<file path="src/rtl/integer_unit.sv">
// Execute-stage RV32 integer ALU: bitwise, add/sub and compare on one shared
// 33-bit adder, with a combinational result/flag and an enabled registered copy.
module integer_unit (
  input  logic        clk,
  input  logic        rst,
  input  logic        Enable,
  input  logic [31:0] Rs1,
  input  logic [31:0] Rs2,
  input  logic [3:0]  CtrlALUOp,
  input  logic        CtrlFlagInv,
  output logic [31:0] Rd,
  output logic        Flag,
  output logic [31:0] RdQ,
  output logic        FlagQ
);

  localparam logic [1:0] CAT_BIT   = 2'b00;
  localparam logic [1:0] CAT_ADD   = 2'b01;
  localparam logic [1:0] CAT_SHIFT = 2'b10;
  localparam logic [1:0] CAT_FLAG  = 2'b11;

  localparam logic [1:0] OP_SLT  = 2'b00;
  localparam logic [1:0] OP_ADD  = 2'b01;
  localparam logic [1:0] OP_SLTU = 2'b10;
  localparam logic [1:0] OP_EQ   = 2'b11;

  // Signed less-than from the subtractor output: sign(diff) corrected by overflow.
  function automatic logic signed_lt(input logic signed [31:0] a,
                                     input logic signed [31:0] b,
                                     input logic signed [31:0] diff);
    logic ovf;
    ovf = (a[31] != b[31]) && (diff[31] != a[31]);
    return diff[31] ^ ovf;
  endfunction

  logic [1:0]         cat;
  logic [1:0]         op;
  logic               sub_op;
  logic [31:0]        opb;
  logic [32:0]        addsum;
  logic signed [31:0] rs1_s;
  logic signed [31:0] rs2_s;
  logic signed [31:0] res_s;
  logic               raw_flag;

  logic [31:0]        rd_d;
  logic [31:0]        rd_q;
  logic               flag_d;
  logic               flag_q;

  assign cat   = CtrlALUOp[3:2];
  assign op    = CtrlALUOp[1:0];
  assign rs1_s = Rs1;
  assign rs2_s = Rs2;

  // The adder adds only for op 01 (ADD result and carry flag); every other
  // operation code wants the difference, so one adder serves all categories.
  assign sub_op = (op != OP_ADD);
  assign opb    = sub_op ? ~Rs2 : Rs2;
  assign addsum = {1'b0, Rs1} + {1'b0, opb} + {32'b0, sub_op};
  assign res_s  = addsum[31:0];

  always_comb begin
    raw_flag = 1'b0;
    case (op)
      OP_SLT:  raw_flag = signed_lt(rs1_s, rs2_s, res_s);
      OP_ADD:  raw_flag = addsum[32];
      OP_SLTU: raw_flag = ~addsum[32];
      OP_EQ:   raw_flag = (addsum[31:0] == 32'h0);
      default: raw_flag = 1'b0;
    endcase
  end

  assign Flag = raw_flag ^ CtrlFlagInv;

  always_comb begin
    Rd = 32'h0;
    case (cat)
      CAT_BIT: begin
        case (op)
          2'b00:   Rd = Rs2;
          2'b01:   Rd = Rs1 ^ Rs2;
          2'b10:   Rd = Rs1 | Rs2;
          default: Rd = Rs1 & Rs2;
        endcase
      end
      CAT_ADD:   Rd = addsum[31:0];
      CAT_SHIFT: Rd = 32'h0;
      CAT_FLAG:  Rd = {31'b0, Flag};
      default:   Rd = 32'h0;
    endcase
  end

  assign rd_d   = Enable ? Rd   : rd_q;
  assign flag_d = Enable ? Flag : flag_q;

  // Output register stage: one-cycle copy of Rd/Flag.
  always_ff @(posedge clk or negedge rst) begin
    if (!rst) begin
      rd_q   <= 32'h0;
      flag_q <= 1'b0;
    end else begin
      rd_q   <= rd_d;
      flag_q <= flag_d;
    end
  end

  assign RdQ   = rd_q;
  assign FlagQ = flag_q;

endmodule

</file>
<file path="config.mk">
export PLATFORM = sky130hd
export DESIGN_NAME = integer_unit
export DESIGN_NICKNAME = d
export VERILOG_FILES = /design/src/rtl/integer_unit.sv
export SDC_FILE = /design/constraint.sdc
export NUM_CORES = 1
export LEC_CHECK = 0
export BUFFER_PORTS_ARGS = -buffer_cell sky130_fd_sc_hd__buf_4
export CORE_MARGIN = 8
export CORE_UTILIZATION = 35
export DETAILED_ROUTE_END_ITERATION = 10
export HOLD_SLACK_MARGIN = 0.05
export SYNTH_ARGS = -nofsm -noshare
export SYNTH_HDL_FRONTEND = slang
export SYNTH_SLANG_ARGS = --single-unit
</file>
<file path="constraint.sdc">
create_clock -name clk -period 14.73 [get_ports clk]
set_clock_uncertainty 0.1 [all_clocks]
set_input_delay 1.473 -clock clk [delete_from_list [all_inputs] [get_ports clk]]
set_output_delay 1.473 -clock clk [all_outputs]
set_load 0.005 [all_outputs]
</file>
Word-level counts from Yosys, hierarchy flattened
Cells that the tools add are included.

Flip-flop bits (word level): 33.

Mux-type cells: 4. Bitwise gates (word level): 7. Reductions and logical operators: 4. Add/sub/neg operators: 2. Eq/ne operators: 9.

Operator list (count): one-hot mux 32 bit (4 select lines) (1); one-hot mux 32 bit (3 select lines) (1); adder 32 x 32 -> 33 bit (1); adder 33 x 1 -> 33 bit (1); bitwise AND 32 bit (1); zero test 32 bit (1); two-way mux 32 bit (1); NOT 32 bit (1); OR 32 bit (1); XOR 32 bit (1); equality test 2 bit (second input constant) (4); equality test 2 x 1 -> 1 bit (second input constant) (2); zero test 2 bit (2); one-hot mux 1 bit (4 select lines) (1); != test 1 bit (2); != test 2 x 1 -> 1 bit (second input constant) (1); XOR 1 bit (2); logical AND 1 bit (1); NOT 1 bit (1).

Depth between registers and ports, before layout
Gate-level depths: netlist of the first run.

Depth after elaboration: 10. Gate-level depth with buffers: 19.

Worst setup path after synthesis of the first run
Ideal clock, no wire load.

Path kind: input-to-output. Start point: in CtrlALUOp[0]. End point: out Rd[0]. Cell stages on the path: 19. Buffers on the path: 6. Data arrival time: 5951 ps. Slack: 7206 ps. Required time: 13157 ps. Cells stage by stage: clkbuf_1 clkbuf_1 clkbuf_1 nor2b_1 clkbuf_1 clkbuf_1 xnor2_1 ha_1 buf_6 and2_4 a221oi_4 o21a_2 a21oi_2 or4_4 a211oi_2 nand4_1 nor4_4 mux2i_1 nand2_1.

Word-level cells in the longest chain between the ends: 10.

Ends and longest elaborated chain: start: declaration (line 9) `input logic [3:0] CtrlALUOp,`; != test 2 x 1 -> 1 bit (line 58) `assign sub_op = (op != OP_ADD);`; two-way mux 32 bit (line 59) `assign opb = sub_op ? ~Rs2 : Rs2;`; adder 32 x 32 -> 33 bit (line 60) `assign addsum = {1'b0, Rs1} + {1'b0, opb} + {32'b0, sub_op};`; adder 33 x 1 -> 33 bit (line 60); != test 1 bit (line 32) `ovf = (a[31] != b[31]) && (diff[31] != a[31]);`; logical AND 1 bit (line 32); XOR 1 bit (line 33) `return diff[31] ^ ovf;`; one-hot mux 1 bit (4 select lines) (line 65) `case (op)`; XOR 1 bit (line 74) `assign Flag = raw_flag ^ CtrlFlagInv;`; one-hot mux 32 bit (4 select lines) (*) (line 78) `case (cat)`; end: declaration (line 11) `output logic [31:0] Rd,`.

Mark *: on every way between the ends. The rest lies on a longest branch, timed or not.

Worst setup path after layout of the first run
Same ends and word-level chain as after synthesis.

==> results by group, run 1 <==
Run status
  • Result of the run: complete, no violations

Synthesis
  • Post-synthesis sequential area ratio: 12.82%
  • Cell Area, Synth: 0.006441 mm²
  • Cell variety after synth: 80
  • Most common flop cell mapped by yosys: dfrtp_1
  • Count of flip-flops with a built-in enable after synthesis: 0
  • Post-synthesis register bit count: 33
  • Cell taking the most area after synthesis: ha_1
  • Number of synthesis warnings: 0
  • Largest cells by area after synthesis: ha_1, dfrtp_1, mux4_2, a21oi_1, mux2_2
  • Average cell area after synthesis: 8.031 µm²
  • Synthesized netlist net count: 971
  • Proportion of register bits with asynchronous set or reset after synthesis: 100.0%
  • Fraction of synthesized cell area taken by the top area cell type: 18.65%
  • Synth top cells by count: ha_1, inv_1, nor2_1, a21oi_1, nand2_1
  • Gate count of the mapped netlist: 802
  • Cell with the most instances after synthesis: ha_1

Floorplan
  • Starting density of the core: 35.74%
  • Die width: 151.7 µm
  • Top-level port count: 138
  • Vertical die dimension: 151.7 µm
  • Full die area: 0.02300 mm²
  • Count of standard-cell rows: 49
  • Floorplan core area: 0.01802 mm²

Finish
  • Final Cell Area: 0.007694 mm²
  • Ratio of cells with drive above 1 in the final layout: 24.86%
  • Synthesis-to-layout area growth: 19.44%
  • NumNets Final: 1,070
  • Diodes inserted: 0

Routing
  • Detailed-route via count: 6,236
  • Vias/cell: 5.519
  • Final ANT Viol Nets: 0
  • DR iter-0 viols: 221
  • Number of remaining DRC errors: 0
  • Average wire length per cell after detail routing: 18.13 µm
  • Number of search-and-repair iterations in the first detailed-routing pass: 5
  • Final Routed Wirelength: 20,490 µm

STA
  • Achievable clock frequency: 0.1338 GHz
  • Final-report hold violation count: 0
  • Setup repair after global routing missed its margin: no
  • Final period util: 50.72%
  • Slew at the pin with the worst max-slew slack: 0.7292 ns
  • Time the worst path needs with I/O delays and setup: 7.472 ns
  • Final number of setup-violating endpoints: 0
  • Number of max-slew violations in the final report: 0
  • Max transition margin: 50.13%
  • Total Neg Setup Slack: 0 ns

Setup path
  • Maximum cell stage delay along the critical path: 0.49 ns
  • Setup crit end kind: output pin
  • Worst path bufs/invs: 3
  • Arrival time worst endpoint: 5.90 ns
  • CP Data Required Time: 13.16 ns
  • Largest fanout on the critical path: 39
  • Setup crit start kind: input pin
  • Kind of cell adding the most delay to the critical path: compound AO/OA/AOI/OAI gates
  • Cell chain of the critical path: buf_4 -> nor2b_4 -> buf_4 -> xnor2_1 -> fa_1 -> a211oi_2 -> o21ai_2 -> a41o_1 -> a2111oi_1 -> a311oi_1 -> nor4_1 -> nand4_1 -> nor4_4 -> mux2i_1 -> nand2_1 -> buf_4
  • Worst path most repeated cell: buf_4
  • Cell with the largest stage delay on the worst path: fa_1
  • Worst setup path class: in -> out

CTS
  • Sink Count: 33
  • Clk pin slew, worst setup/hold paths: 0.05 ns
  • Largest buffer count on any clock path: 2
  • Clock tree root driver cell: clkbuf_16
  • H-Tree Depth: 2
  • Count of cells resized by post-cts repair: 0
  • Clock tree from TritonCTS: done
  • Post-CTS Setup Repair Bufs: 0
  • TritonCTS buffer count: 5
  • Hold buffer count at cts: 0
  • Clock latency on the worst-skew pair: 0.28 ns

Hold path
  • Worst Hold Class: reg -> reg

Place
  • Global placement routability congestion: 0.9184
  • Post-detailed-placement cell area: 0.007551 mm²
  • I/O Buffers: 137
  • HPWL after detailed placement: 16,950 µm

GRT
  • Grt ovf: 0
  • Overall global routing resource usage: 17.59%
  • Maximum number of pins on one net before global-route repair: 53
  • Wire length of the first global-routing pass: 32,450 µm
  • Number of global-route vias before repair: 6,131
  • Initial antenna violation count: 0

Power and ir drop
  • Power Dens Cells: 73.04 mW/mm²
  • IR Drop Worst-Case VDD: 57.11 µV
  • Static Leakage: 3.686 nW

Flow run
  • Number of max-cap violations: 0
-- cells in the final DEF, fill, tap and decap left out, types with 9 or more instances in the layout --
cell type and instances:
nand4_1 13, a21oi_1 74, a211oi_1 36, o211ai_1 9, a21o_1 18, nor3_1 15, inv_1 88, dfrtp_1 33
o21ai_0 27, nor2_1 77, mux2_2 32, mux4_2 17, nand2_1 44, xnor2_1 40, ha_1 96, buf_4 141
nand3_1 15
-- power breakdown --
part           total [mW]  switching (mW)  internal (mW)  leakage, nW
registers           0.112         0.00690          0.105        0.427
logic               0.348           0.193          0.155         3.19
clock network       0.102          0.0360         0.0663       0.0700
total               0.562           0.236          0.326         3.69
-- kinds of logic after synthesis --
group | after synthesis | synth area share, %
and+or+nand+nor | 204 | 15.37
buffers and inverters | 138 | 8.955
adders and majority gates | 97 | 18.96
DFF | 33 | 12.82
AOI/OAI and AO/OA | 230 | 25.33
muxes | 54 | 12.32
xor gates and xnor gates | 46 | 6.255
-- per-layer routing --
metal | vias to the layer above | routed length, µm | track usage, %
met5 | - | 0 | 0
li1 | 3089 | - | -
met1 | 2948 | 8917 | 21.56
met4 | 0 | 590 | 5.341
met3 | 32 | 1058 | 3.416
met2 | 167 | 9926 | 30.46
-- state kept, by name, summed over array words and instances, names as in the netlist --
signal and count:
FlagQ 1, RdQ 32
-- final timing paths --
check / start / to / slack [ns] / depth (start not counted)
setup / recovery: CtrlALUOp[0] / Rd[0] / 7.26 / 16
setup reg to reg: RdQ[19]$_DFFE_PN0P_ / RdQ[19]$_DFFE_PN0P_ / 13.86 / 1
min in group asynchronous: rst / RdQ[12]$_DFFE_PN0P_ / 1.04 / 1
hold / removal: FlagQ$_DFFE_PN0P_ / FlagQ$_DFFE_PN0P_ / 0.39 / 2
hold reg to reg: FlagQ$_DFFE_PN0P_ / FlagQ$_DFFE_PN0P_ / 0.39 / 2
max in group asynchronous: rst / RdQ[28]$_DFFE_PN0P_ / 13.18 / 1
-- layout make-up --
cell class | instances | area [µm²]
fillers | 1928 | 10330
multi-input cells | 631 | 5046
repair buffers | 141 | 1059
flip-flops and latches | 33 | 825.8
inverters | 89 | 334.1
well taps | 229 | 286.5
clock buffers | 7 | 142.6
-- per-stage QoR --
step	hold slack, ns	util (%)	worst slack (ns)	total power [mW]	std cells
floorplan	0.3752	-	7.206	0.3392	802
global placement	0.3771	41.89	7.381	0.4589	1123
detailed placement	0.3783	41.89	7.314	0.4613	1123
CTS	0.3941	42.68	7.281	0.5673	1130
global route	0.4185	42.68	6.860	0.6084	1130
finish	0.3907	42.68	7.258	0.5620	1130
No activity file was read; power rests on OpenSTA's default activity.
==> run 2, diff against run 1 <==
- ABC_AREA: default -> 1
- clock period: 14.73 -> 6.8 ns (I/O delays scaled with it)
==> results by group, run 2 <==
Run status
  • Result of the run: complete, no violations

CTS
  • H-Tree Depth: 2 (unchanged)
  • Count of cells resized by post-cts repair: 0 (unchanged)
  • Clk pin slew, worst setup/hold paths: 0.05 ns (about the same)
  • TritonCTS buffer count: 5 (unchanged)
  • Clock tree from TritonCTS: done
  • Clock latency on the worst-skew pair: 0.27 ns (about the same)
  • Largest buffer count on any clock path: 2 (unchanged)
  • Clock tree root driver cell: clkbuf_16
  • Sink Count: 33 (unchanged)
  • Hold buffer count at cts: 0 (unchanged)
  • Post-CTS Setup Repair Bufs: 0 (unchanged)

Power and ir drop
  • Static Leakage: 4.339 nW (+18%)
  • Power, Total: 1.148 mW (+100%)
  • IR Drop Worst-Case VDD: 115.7 µV (+100%)
  • Power Dens Cells: 154.0 mW/mm² (+110%)

Finish
  • Final Cell Area: 0.007456 mm² (-3.1%)
  • Most common cell after layout, fill and taps aside: nand2_1
  • Multi-input gate area in the final layout: 0.004502 mm² (-11%)
  • Largest register FFs: 32 (unchanged)
  • Register area: 825.8 µm² (unchanged)
  • Diodes inserted: 0 (unchanged)
  • Number of inserted filler cells in the final layout: 1,885 (-2.2%)
  • Ratio of cells with drive above 1 in the final layout: 14.77% (-10 points)
  • Synthesis-to-layout area growth: 22.97%
  • Most used cells in the layout excluding fill and tap cells: nand2_1, inv_1, buf_4, ha_1, nor2_1
  • NumNets Final: 1,313 (+23%)

Synthesis
  • Post-synthesis sequential area ratio: 13.62% (+0.80 points)
  • Post-synthesis register bit count: 33 (unchanged)
  • Gate count of the mapped netlist: 1,021 (+27%)
  • Cell with the most instances after synthesis: nand2_1
  • Synthesized netlist net count: 1,190 (+23%)
  • Synth top cells by count: nand2_1, inv_1, ha_1, nor2_1, o21ai_0
  • Cell Area, Synth: 0.006063 mm² (-5.9%)
  • Number of synthesis warnings: 0 (unchanged)
  • Cell taking the most area after synthesis: nand2_1
  • Most common flop cell mapped by yosys: dfrtp_1
  • Largest cells by area after synthesis: nand2_1, ha_1, dfrtp_1, inv_1, xor2_1
  • Count of flip-flops with a built-in enable after synthesis: 0 (unchanged)
  • Cell variety after synth: 33 (-59%)
  • Fraction of synthesized cell area taken by the top area cell type: 23.28% (+4.6 points)
  • Average cell area after synthesis: 5.939 µm² (-26%)
  • Proportion of register bits with asynchronous set or reset after synthesis: 100.0% (unchanged)

Routing
  • Top layer used by detailed routing: met4
  • Met2 routed WL: 10,760 µm (+8.4%)
  • Detailed-route via count: 6,842 (+9.7%)
  • Number of remaining DRC errors: 0 (unchanged)
  • Met3 Routed Length: 1344 µm (+27%)
  • Final Routed Wirelength: 22,680 µm (+11%)
  • DR iter-0 viols: 510 (+130%)
  • Final ANT Viol Nets: 0 (unchanged)
  • Detailed-routing wirelength on met1: 10,130 µm (+14%)
  • Vias/cell: 4.998 (-9.4%)
  • Number of search-and-repair iterations in the first detailed-routing pass: 5 (unchanged)
  • Average wire length per cell after detail routing: 16.57 µm (-8.6%)

STA
  • Time the worst path needs with I/O delays and setup: 5.024 ns
  • Slew at the pin with the worst max-slew slack: 1.058 ns (+0.3287 ns)
  • Worst setup margin: 1.776 ns (-5.482 ns)
  • Final number of setup-violating endpoints: 0 (unchanged)
  • Achievable clock frequency: 0.1991 GHz
  • Number of max-slew violations in the final report: 0 (unchanged)
  • Total Neg Setup Slack: 0 ns (unchanged)
  • Final period util: 73.88%
  • Setup repair after global routing missed its margin: no
  • Max transition margin: 29.39% (-21 points)
  • Final-report hold violation count: 0 (unchanged)

Place
  • Post-detailed-placement cell area: 0.007313 mm² (-3.1%)
  • Setup slack after placement: 1.771 ns (-5.542 ns)
  • I/O Buffers: 137 (unchanged)
  • HPWL after detailed placement: 18,550 µm (+9.5%)
  • Global placement routability congestion: 0.9546 (+3.9%)

GRT
  • Number of global-route vias before repair: 6,751 (+10%)
  • Wire length of the first global-routing pass: 36,020 µm (+11%)
  • Grt ovf: 0 (unchanged)
  • Maximum number of pins on one net before global-route repair: 35 (-34%)
  • Initial antenna violation count: 0 (unchanged)
  • Overall global routing resource usage: 20.44% (+2.8 points)

Floorplan
  • Die width: 147.6 µm (-2.7%)
  • Floorplan core area: 0.01712 mm² (-5.0%)
  • Vertical die dimension: 147.6 µm (-2.7%)
  • Full die area: 0.02179 mm² (-5.3%)
  • Top-level port count: 138 (unchanged)
  • Starting density of the core: 35.42% (-0.31 points)
  • Count of standard-cell rows: 48 (-2.0%)

Setup path
  • Maximum cell stage delay along the critical path: 0.57 ns (+0.08 ns)
  • CP Data Required Time: 6.02 ns (-7.14 ns)
  • Cell with the largest stage delay on the worst path: nand2_2
  • Setup crit end kind: output pin
  • Setup crit start kind: input pin
  • Worst path most repeated cell: nand2_1
  • Arrival time worst endpoint: 4.24 ns (-1.66 ns)
  • Largest fanout on the critical path: 33 (-15%)
  • Worst setup path class: in -> out

Hold path
  • Worst Hold Class: in -> async

Flow run
  • Number of max-cap violations: 0 (unchanged)
[run 2: changes by cell type in the layout (fill, tap and decap cells not counted), moves of 18 or more]
cell      before  now
a211oi_1      36    1
a21oi_1       74   40
xnor2_1       40    2
a21o_1        18    0
xor2_1         6   36
nand3_1       15   39
mux2_2        32    0
inv_1         88  164
o21ai_0       27   50
nand2_1       44  376
[run 2: worst max-delay path: cells and delay by family]
kind / cells / cell delay [ns]
compound gates: 1 / 0.31
simple gates: 18 / 2.01
buf+inv: 5 / 0.46
fa+ha+maj: 1 / 0.40
xor+xnor: 1 / 0.35
[run 2: path summary, 6_finish.rpt]
| kind | slack [ns] | from | cells after the start | end |
|---|---|---|---|---|
| max | 1.78 | CtrlALUOp[1] | 26 | Rd[0] |
| min | 0.25 | rst | 1 | RdQ[10]$_DFFE_PN0P_ |
| max reg2reg | 6.04 | RdQ[26]$_DFFE_PN0P_ | 2 | RdQ[26]$_DFFE_PN0P_ |
| min reg2reg | 0.38 | RdQ[29]$_DFFE_PN0P_ | 2 | RdQ[29]$_DFFE_PN0P_ |
| max in group asynchronous | 6.02 | rst | 1 | RdQ[27]$_DFFE_PN0P_ |
| min in group clk | 0.38 | RdQ[29]$_DFFE_PN0P_ | 2 | RdQ[29]$_DFFE_PN0P_ |
[run 2: routing by layer]
metal,global-route usage (%),vias to the layer above
li1,-,3488
met1,25.77,3097
met2,35.53,230
met3,3.760,27
met4,4.233,0
met5,0,-
[run 2: per-stage QoR]
stage	hold slack (ns)	instances	utilization [%]
CTS	0.2646	1369	43.56
detailed placement	0.3671	1362	42.73
floorplan	0.2844	1021	-
global placement	0.3649	1362	42.73
finish	0.2530	1369	43.56
global route	0.2759	1369	43.56
[run 2: cell type report]
cell class,instances,share of cell area [%]
Clock buffer,7,1.913
Inverter,170,8.558
Multi-Input combinational cell,792,60.38
Sequential cell,33,11.08
Tap cell,225,3.776
Timing Repair Buffer,142,14.30
[run 2: cell families after synthesis]
group | synth area share [%]
buffers and inverters | 12.13
AOI/OAI and AO/OA | 14.05
adders and majority gates | 20.14
and+or+nand+nor | 34.56
DFF | 13.62
xor gates and xnor gates | 5.489
[run 2: power by group]
part | internal, mW | switching, mW
clock | 0.144 | 0.0787
combinational | 0.264 | 0.423
sequential | 0.224 | 0.0151
